### src/rtl/bcd_angle_counter_if.sv
// Bus between the angle counter and its controller: step inputs, clear/load
// controls and the packed BCD count with its one-cycle status pulses.
interface bcd_angle_counter_if #(
  parameter int DIGITS = 4
);
  // rot_clk is asynchronous; every other input is a level sampled on the
  // rising clk50 edge with no handshake. wrap/load_err are single-cycle pulses.
  logic                  rot_clk;
  logic                  rot_en;
  logic                  rot_dir;
  logic                  clear;
  logic                  load;
  logic [4*DIGITS-1:0]   load_val;
  logic [4*DIGITS-1:0]   bcdint;
  logic                  wrap;
  logic                  load_err;

  modport master (
    output rot_clk, rot_en, rot_dir, clear, load, load_val,
    input  bcdint, wrap, load_err
  );

  modport slave (
    input  rot_clk, rot_en, rot_dir, clear, load, load_val,
    output bcdint, wrap, load_err
  );
endinterface

### src/rtl/bcd_angle_counter.sv
// Packed-BCD up/down angle counter stepped by rot_clk falling edges, modulo MOD_VALUE.
// Define BCD_ANGLE_SAT_EN to saturate at the range ends instead of wrapping.
module bcd_angle_counter #(
  parameter int DIGITS    = 4,
  parameter int MOD_VALUE = 360
) (
  input  logic               clk50,
  input  logic               sys_init_ctrl,
  bcd_angle_counter_if.slave bus
);
  localparam int W = 4 * DIGITS;

  function automatic logic [W-1:0] to_bcd(input int value);
    logic [W-1:0] res;
    int           rem;
    res = '0;
    rem = value;
    for (int i = 0; i < DIGITS; i++) begin
      res[4*i +: 4] = 4'(rem % 10);
      rem           = rem / 10;
    end
    return res;
  endfunction

  localparam logic [W-1:0] MAX_BCD = to_bcd(MOD_VALUE - 1);

  logic         s1, s2, s3;
  logic         step;
  logic [W-1:0] count;
  logic [W-1:0] inc_val;
  logic [W-1:0] dec_val;
  logic         load_ok;
  logic         wrap_q;
  logic         err_q;

  assign step = s3 & ~s2;

  always_comb begin : bcd_inc
    logic carry;
    inc_val = '0;
    carry   = 1'b1;
    for (int i = 0; i < DIGITS; i++) begin
      if (!carry) begin
        inc_val[4*i +: 4] = count[4*i +: 4];
      end else if (count[4*i +: 4] == 4'd9) begin
        inc_val[4*i +: 4] = 4'd0;
      end else begin
        inc_val[4*i +: 4] = count[4*i +: 4] + 4'd1;
        carry             = 1'b0;
      end
    end
  end

  always_comb begin : bcd_dec
    logic borrow;
    dec_val = '0;
    borrow  = 1'b1;
    for (int i = 0; i < DIGITS; i++) begin
      if (!borrow) begin
        dec_val[4*i +: 4] = count[4*i +: 4];
      end else if (count[4*i +: 4] == 4'd0) begin
        dec_val[4*i +: 4] = 4'd9;
      end else begin
        dec_val[4*i +: 4] = count[4*i +: 4] - 4'd1;
        borrow            = 1'b0;
      end
    end
  end

  // With every digit valid, packed-BCD order equals unsigned vector order.
  always_comb begin
    load_ok = (bus.load_val <= MAX_BCD);
    for (int i = 0; i < DIGITS; i++) begin
      if (bus.load_val[4*i +: 4] > 4'd9) load_ok = 1'b0;
    end
  end

  always_ff @(posedge clk50 or posedge sys_init_ctrl) begin
    if (sys_init_ctrl) begin
      s1     <= 1'b0;
      s2     <= 1'b0;
      s3     <= 1'b0;
      count  <= '0;
      wrap_q <= 1'b0;
      err_q  <= 1'b0;
    end else begin
      s1     <= bus.rot_clk;
      s2     <= s1;
      s3     <= s2;
      wrap_q <= 1'b0;
      err_q  <= 1'b0;
      if (bus.clear) begin
        count <= '0;
      end else if (bus.load) begin
        if (load_ok) count <= bus.load_val;
        else         err_q <= 1'b1;
      end else if (step && bus.rot_en) begin
        if (bus.rot_dir) begin
          if (count == MAX_BCD) begin
`ifdef BCD_ANGLE_SAT_EN
            count  <= count;
`else
            count  <= '0;
`endif
            wrap_q <= 1'b1;
          end else begin
            count <= inc_val;
          end
        end else begin
          if (count == '0) begin
`ifdef BCD_ANGLE_SAT_EN
            count  <= '0;
`else
            count  <= MAX_BCD;
`endif
            wrap_q <= 1'b1;
          end else begin
            count <= dec_val;
          end
        end
      end
    end
  end

  assign bus.bcdint   = count;
  assign bus.wrap     = wrap_q;
  assign bus.load_err = err_q;
endmodule

### src/flat_wrapper.sv
// flat-port wrapper written by rule: the top's interface ports become plain ports
module bcd_angle_counter_flat 
#(
  parameter int DIGITS    = 4,
  parameter int MOD_VALUE = 360
)
  (clk50, sys_init_ctrl, bus_rot_clk, bus_rot_en, bus_rot_dir, bus_clear, bus_load, bus_load_val, bus_bcdint, bus_wrap, bus_load_err);
  bcd_angle_counter_if #(.DIGITS(DIGITS)) bus_i ();
  input  logic clk50;
  input  logic sys_init_ctrl;
  input wire logic [$bits(bus_i.rot_clk)-1:0] bus_rot_clk;
  input wire logic [$bits(bus_i.rot_en)-1:0] bus_rot_en;
  input wire logic [$bits(bus_i.rot_dir)-1:0] bus_rot_dir;
  input wire logic [$bits(bus_i.clear)-1:0] bus_clear;
  input wire logic [$bits(bus_i.load)-1:0] bus_load;
  input wire logic [$bits(bus_i.load_val)-1:0] bus_load_val;
  output wire logic [$bits(bus_i.bcdint)-1:0] bus_bcdint;
  output wire logic [$bits(bus_i.wrap)-1:0] bus_wrap;
  output wire logic [$bits(bus_i.load_err)-1:0] bus_load_err;
  assign bus_i.rot_clk = bus_rot_clk;
  assign bus_i.rot_en = bus_rot_en;
  assign bus_i.rot_dir = bus_rot_dir;
  assign bus_i.clear = bus_clear;
  assign bus_i.load = bus_load;
  assign bus_i.load_val = bus_load_val;
  assign bus_bcdint = bus_i.bcdint;
  assign bus_wrap = bus_i.wrap;
  assign bus_load_err = bus_i.load_err;
  bcd_angle_counter #(.DIGITS(DIGITS), .MOD_VALUE(MOD_VALUE)) u_core (.clk50(clk50), .sys_init_ctrl(sys_init_ctrl), .bus(bus_i));
endmodule
### config.mk
export PLATFORM = sky130hd
export DESIGN_NAME = bcd_angle_counter_flat
export DESIGN_NICKNAME = d
export VERILOG_FILES = /design/src/rtl/bcd_angle_counter_if.sv /design/src/rtl/bcd_angle_counter.sv /design/src/flat_wrapper.sv
export SDC_FILE = /design/constraint.sdc
export NUM_CORES = 1
export LEC_CHECK = 0
export ABC_AREA = 1
export BUFFER_PORTS_ARGS = -buffer_cell sky130_fd_sc_hd__buf_2
export CAP_MARGIN = 30
export CELL_PAD_IN_SITES_DETAIL_PLACEMENT = 0
export CELL_PAD_IN_SITES_GLOBAL_PLACEMENT = 2
export CORE_ASPECT_RATIO = 1.2
export CORE_MARGIN = 1
export CORE_UTILIZATION = 28
export CTS_CLUSTER_DIAMETER = 30
export DETAILED_ROUTE_END_ITERATION = 8
export PLACE_DENSITY = 0.78
export REMOVE_ABC_BUFFERS = 1
export SLEW_MARGIN = 15
export SYNTH_ARGS = -nofsm -noshare
export SYNTH_HDL_FRONTEND = slang
export SYNTH_SLANG_ARGS = --single-unit
export TNS_END_PERCENT = 1
### constraint.sdc
create_clock -name clk50 -period 1.6 [get_ports clk50]
set_input_delay 0.24 -clock clk50 [delete_from_list [all_inputs] [get_ports clk50]]
set_output_delay 0.24 -clock clk50 [all_outputs]
set_load 0.02 [all_outputs]
======== Yosys cells after proc, flatten, opt, wreduce, memory -nomap -nowiden ========
Index checks and enable logic that the tools add are counted.
cells by class
  multiplexer cells ....................... 44
  order comparisons ....................... 5
  bitwise logic cells ..................... 2
  add/sub/neg operators ................... 8
  equality and inequality tests ........... 9
  reduce and logical (&&, ||, !) cells .... 14
operator list
  operator                                                                 number
  16-bit 2-to-1 mux                                                        7
  4-bit 2-to-1 mux                                                         14
  1-bit 2-to-1 mux                                                         23
  4-bit by 1-bit adder with 4-bit output, second input constant            4
  16-bit by 10-bit == test with 1-bit output, second input constant        1
  4-bit == test, second input constant                                     4
  4-bit greater-than comparator, second input constant                     4
  16-bit by 10-bit <= comparator with 1-bit output, second input constant  1
  16-bit logical NOT                                                       1
  4-bit logical NOT                                                        4
  4-bit by 1-bit subtractor with 4-bit output, second input constant       4
  5-bit by 1-bit inequality test with 1-bit output, second input constant  3
  5-bit nonzero test                                                       3
  4-bit AND reduction                                                      3
  3-bit by 2-bit inequality test with 1-bit output, second input constant  1
  3-bit nonzero test                                                       1
  2-bit AND reduction                                                      1
  1-bit bitwise AND                                                        1
  1-bit logical AND                                                        1
  1-bit NOT                                                                1
storage, ports and cells
  output and inout bits ................... 18
  register bits ........................... 21
  bits of input ports ..................... 23
  logic and storage cells ................. 91

======== Depth between registers and ports, before layout ========
  depth after elaboration ................. 10
  gate-level depth with buffers ........... 12
  mapped depth without buffers ............ 12

======== Least setup slack after synthesis ========
OpenSTA, ideal clock, no wires.
  path kind ............................... reg-to-reg
  start point ............................. register u_core.count[4] (netlist: u_core.bus.bcdint[4])
  end point ............................... register u_core.count[5] (netlist: u_core.bus.bcdint[5])
  arrival time ............................ 1,583 ps
  cell stages (with the launch flop) ...... 11
  required time ........................... 1,535 ps
  buffers on the path ..................... 0
  slack ................................... -48 ps
  period minus slack after synthesis ...... 1,648 ps
  cells stage by stage .................... dfrtp_1 -> inv_1 -> ha_1 -> nand3_4 -> nor2_8 -> nand3_4 -> nand3_2 -> nand2_2 -> nor2_4 -> nand2_1 -> nand2_1
on the way
  longest elaborated chain between the ends .. 8
RTL lines
  item                                                                 line                                               RTL
  start: declaration                                                   bcd_angle_counter.sv:29                            logic [W-1:0] count;
  start signal: assignment                                             bcd_angle_counter.sv:95                            if (load_ok) count <= bus.load_val;
  start signal: assignment                                             bcd_angle_counter.sv:107                           count <= inc_val;
  start signal: assignment                                             bcd_angle_counter.sv:118                           count <= dec_val;
  4-bit by 1-bit subtractor with 4-bit output (tied with other cells)  bcd_angle_counter.sv:64                            dec_val[4*i +: 4] = count[4*i +: 4] - 4'd1;
  4-bit 2-to-1 mux (on tied branches)                                  bcd_angle_counter.sv:61, bcd_angle_counter.sv:45
  4-bit 2-to-1 mux (on tied branches)                                  bcd_angle_counter.sv:59, bcd_angle_counter.sv:43
  16-bit 2-to-1 mux (on tied branches)                                 bcd_angle_counter.sv:110, bcd_angle_counter.sv:99
  16-bit 2-to-1 mux                                                    bcd_angle_counter.sv:98                            if (bus.rot_dir) begin
  16-bit 2-to-1 mux                                                    bcd_angle_counter.sv:97                            end else if (step && bus.rot_en) begin
  16-bit 2-to-1 mux                                                    bcd_angle_counter.sv:94                            end else if (bus.load) begin
  16-bit 2-to-1 mux                                                    bcd_angle_counter.sv:92                            if (bus.clear) begin
Parallel ways exist; a longest one is shown, timed or not. The select of a mux whose other input is x is not followed.
A chain may end at the register's enable or synchronous reset.

======== Final worst setup path ========
  start point ............................. register u_core.count[4] (netlist: u_core.bus.bcdint[4])
  end point ............................... register u_core.count[6] (netlist: u_core.bus.bcdint[6])
Same word-level chain as after synthesis.

==> reports/results.md <==
• 3 — TritonCTS buffer count
• sky130_fd_sc_hd__dfrtp_2 — slowest stage cell, crit path
• 0 — remaining global-route overflow
• sky130_fd_sc_hd__dfrtp_1 — dominant register cell in the synthesized netlist
• 2328 — number of global-route vias before repair
• 41 — I/O pin cnt
• 44.75% — share of total power consumed by net switching
• 323 — number of instances in the synthesized netlist
• 36 — number of distinct library cells after synthesis
• 0.001584 uW — leakage dissipation
• 441 — net count of the finished layout
• 892.4 nW/um^2 — Power per Cell Area
• 26.2% — part of the total power dissipated in sequential elements
• flip-flop to flip-flop — kind of critical path
• 34.52% — area overhead of the layout relative to synthesis
• 24.08% — portion of the post-synthesis area used by sequential elements
• -62.06 ps — pre-CTS WS
• sky130_fd_sc_hd__dfrtp_1 24%, sky130_fd_sc_hd__nand2_1 19%, sky130_fd_sc_hd__nand3_1 8.5% — cells taking the most area after synthesis
• 322.1 ps — Least-Margin Pin Slew
• 24.08% — Yosys top cell area share
• 440 ps — delay of the slowest cell on the worst path
• 17.47% — Tot GR Track Use
• 98.04% — final clock period utilization by the worst path
• -9.192 ps — worst slack on hold paths
• 0 — Yosys warning count
• sky130_fd_sc_hd__clkbuf_8 — buffer type at the clock tree root
• 1820 ps — Required @ worst endpoint
• input port to asynchronous set/reset pin — Hold Crit Class
• 2620 uW — overall power
• 8152 sq um — die area
• 30 ps — register-to-register path setup slack
• 0 — number of diodes added for antenna fixing
• 2182 sq um — Post-Synthesis Cell Area
• 0.3771 mV — worst ir drop on vdd
• 10810 um — first-pass GRT wire length
• 0 — Detail Route Antenna Nets
• 1 — H-tree levels
• 3471 um — met2 routed wirelength
• 22 — pin count of the biggest net entering global routing
• 29.48% — initial standard-cell utilization of the core
• 0 — final setup violation count
• 0 — number of enable flip-flop cells after synthesis
• 14.3% — part of the power in the clock network
• 2 — clk buf depth
• 40 — count of input and output buffers
• met4 — Top Metal Used
• 495 — Post-Layout Cell Count
• complete, but fails checks — result of the run
• 0 — number of design rule violations left after detail routing
• 6.756 sq um — Avg Cell Area, Syn
• 90 ps — CTS clk-pin slew, worst paths
• 0 — count of max-cap constraint violations
• 1447 uW — internal power of the cells
• 21 — clk sinks
• 1790 ps — Arrival @ worst endpoint
• 8.076 ps — worst clock skew
• 0 — Slew Limit Fails
• 37.78% — share of layout cells above drive strength 1
• 5383 um — Detailed Place HPWL
• done — CTS tree
• 2952 um — wire length the detailed router placed on met1
• 7 — critical path fanouts, max
• 98.71 um — Die Y-Extent
• 20 — final hold violation count
• 0 — antenna violations before repair
• 21 — register bit total from synthesis
• sky130_fd_sc_hd__nand3_4 — most common cell type on the critical path
• 1172 uW — Net Switching
• 100.0% — fraction of synthesis flops using an asynchronous set or reset pin
• 1569 ps — shortest period the worst path allows
• 72 — Starting DRT DRC Count
• 31.33 ps — minimum setup slack in the final design
• 6651 um — Final Routed Wirelength
• 34 — floorplan row count
• 13.44 um — average wire per cell in the routed design
• 165 um — Met3 Routed Length
• 2307 — vias post-DR
• hold timing — violations in the final reports
• true — setup repair after global routing missed its margin
• 78.48% — headroom to the max-slew limit
• 82.59 um — Die Span X
• 0.6375 GHz — Peak Freq
• 1 — Buffers & Inverters on Critical Path
• sky130_fd_sc_hd__dfrtp_1 — largest area contributor in the synthesized netlist
• 7402 sq um — Core Footprint
• flip-flop — Worst setup SP type
• 4.661 — per-cell via count in the routed design
• 0.7873 — placer congestion estimate
• simple AND/OR/NAND/NOR gates — cell family contributing the most delay on the critical path
• 486 — placed cells
• inv_2 > ha_4 > nand3_4 > nor2_8 > nand3_4 > nand3_4 > nand2_4 > nor2_4 > nand2_1 > nand2_1 — worst path cell trace
• 270 ps — clock latency on the worst-skew pair
• 4 — number of iterations in the first detailed-routing pass
• 59.5% — Logic pwr share
• flip-flop — Worst setup EP type
worst reg2reg max path: stages (launching register included):
cell	delay [ps]
sky130_fd_sc_hd__dfrtp_2	440
sky130_fd_sc_hd__inv_2	90
sky130_fd_sc_hd__ha_4	150
sky130_fd_sc_hd__nand3_4	130
sky130_fd_sc_hd__nor2_8	170
sky130_fd_sc_hd__nand3_4	140
sky130_fd_sc_hd__nand3_4	120
sky130_fd_sc_hd__nand2_4	50
sky130_fd_sc_hd__nor2_4	110
sky130_fd_sc_hd__nand2_1	70
sky130_fd_sc_hd__nand2_1	60
metal layers:
metal / vias to the layer above / track usage [%]
li1: 1203 / -
met1: 1062 / 21.62
met2: 37 / 31.91
met3: 5 / 1.389
met4: 0 / 4.111
met5: - / 0
what timing repair did:
item,in CTS,in global routing
pin swaps,2,6
setup endpoints to repair,13,16
setup buffers,2,3
hold buffers,0,0
gates resized for setup,4,28
cell type report:
class | instances | area [sq um]
clock buffers | 3 | 41.29
clock inverters | 1 | 5.005
fillers | 848 | 4467
inverters | 39 | 153.9
multi-input cells | 257 | 1560
flip-flops and latches | 21 | 528.0
well taps | 90 | 112.6
repair buffers | 84 | 534.3
cells in the final DEF (no fill, tap or decap), types with 3 or more instances in the layout:
| master | netlist | final |
|---|---|---|
| sky130_fd_sc_hd__a21oi_1 | 8 | 7 |
| sky130_fd_sc_hd__buf_2 | 3 | 40 |
| sky130_fd_sc_hd__buf_4 | 1 | 43 |
| sky130_fd_sc_hd__clkbuf_8 | 0 | 3 |
| sky130_fd_sc_hd__dfrtp_1 | 21 | 19 |
| sky130_fd_sc_hd__ha_1 | 12 | 5 |
| sky130_fd_sc_hd__ha_2 | 0 | 4 |
| sky130_fd_sc_hd__ha_4 | 0 | 3 |
| sky130_fd_sc_hd__inv_1 | 30 | 24 |
| sky130_fd_sc_hd__inv_2 | 7 | 13 |
| sky130_fd_sc_hd__nand2_1 | 110 | 108 |
| sky130_fd_sc_hd__nand2_2 | 4 | 5 |
| sky130_fd_sc_hd__nand2_4 | 2 | 3 |
| sky130_fd_sc_hd__nand3_1 | 37 | 35 |
| sky130_fd_sc_hd__nand3_2 | 6 | 6 |
| sky130_fd_sc_hd__nand3_4 | 5 | 7 |
| sky130_fd_sc_hd__nand4_1 | 9 | 9 |
| sky130_fd_sc_hd__nor2_1 | 19 | 18 |
| sky130_fd_sc_hd__nor2_2 | 4 | 3 |
| sky130_fd_sc_hd__nor2_4 | 6 | 8 |
| sky130_fd_sc_hd__o21ai_0 | 12 | 11 |
| sky130_fd_sc_hd__or2_2 | 3 | 3 |
| sky130_fd_sc_hd__xor2_1 | 3 | 3 |
cells by family (layout without fill, tap and decap cells):
group	after synthesis	after routing	share of synthesized area, %
AND/OR/NAND/NOR	214	214	51.15
adder cells (fa/ha/maj)	12	12	6.881
buffers and inverters	45	127	9.117
flip-flops	21	21	24.08
AO/OA/AOI/OAI	27	27	7.168
XOR/XNOR	4	4	1.606
cells in the mapped netlist (4+ instances only):
cell / number
sky130_fd_sc_hd__a21oi_1: 8
sky130_fd_sc_hd__dfrtp_1: 21
sky130_fd_sc_hd__ha_1: 12
sky130_fd_sc_hd__inv_1: 30
sky130_fd_sc_hd__inv_2: 7
sky130_fd_sc_hd__nand2_1: 110
sky130_fd_sc_hd__nand2_2: 4
sky130_fd_sc_hd__nand3_1: 37
sky130_fd_sc_hd__nand3_2: 6
sky130_fd_sc_hd__nand3_4: 5
sky130_fd_sc_hd__nand4_1: 9
sky130_fd_sc_hd__nor2_1: 19
sky130_fd_sc_hd__nor2_2: 4
sky130_fd_sc_hd__nor2_4: 6
sky130_fd_sc_hd__o21ai_0: 12
stage by stage:
step | utilization (%) | TNS [ps] | instance area, sq um
floorplan | - | -516.7 | 2137
global placement | 37.05 | -297.2 | 2743
detailed placement | 37.05 | -286.9 | 2743
CTS | 38.00 | -94.01 | 2813
global route | 39.66 | -1153 | 2935
finish | 39.66 | 0 | 2935
power by group through the flow:
stage | sequential (uW) | clock [uW] | combinational (uW)
after floorplan | 819 | 0 | 757
after global placement | 689 | 0 | 1440
after detailed placement | 691 | 0 | 1450
after CTS | 680 | 386 | 1480
after global routing | 699 | 402 | 1740
final | 687 | 375 | 1560
registers in the layout, indices dropped and copies added, names as in the netlist:
signal,cells
u_core.s2,1
u_core.bus.wrap,1
u_core.bus.load_err,1
u_core.s1,1
u_core.s3,1
u_core.bus.bcdint,16
final timing paths:
| kind | endpoint | cells past startpoint | start |
|---|---|---|---|
| min reg2reg | u_core.s2$_DFF_PP0_ | 0 | u_core.s1$_DFF_PP0_ |
| min | u_core.s3$_DFF_PP0_ | 3 | sys_init_ctrl |
| max in group asynchronous | u_core.bus.bcdint[8]$_DFFE_PP0P_ | 3 | sys_init_ctrl |
| min in group clk50 | u_core.s1$_DFF_PP0_ | 1 | bus_rot_clk |
| max reg2reg | u_core.bus.bcdint[6]$_DFFE_PP0P_ | 10 | u_core.bus.bcdint[4]$_DFFE_PP0P_ |
| max | u_core.bus.bcdint[6]$_DFFE_PP0P_ | 10 | u_core.bus.bcdint[4]$_DFFE_PP0P_ |
(Power assumes the default switching activity.)
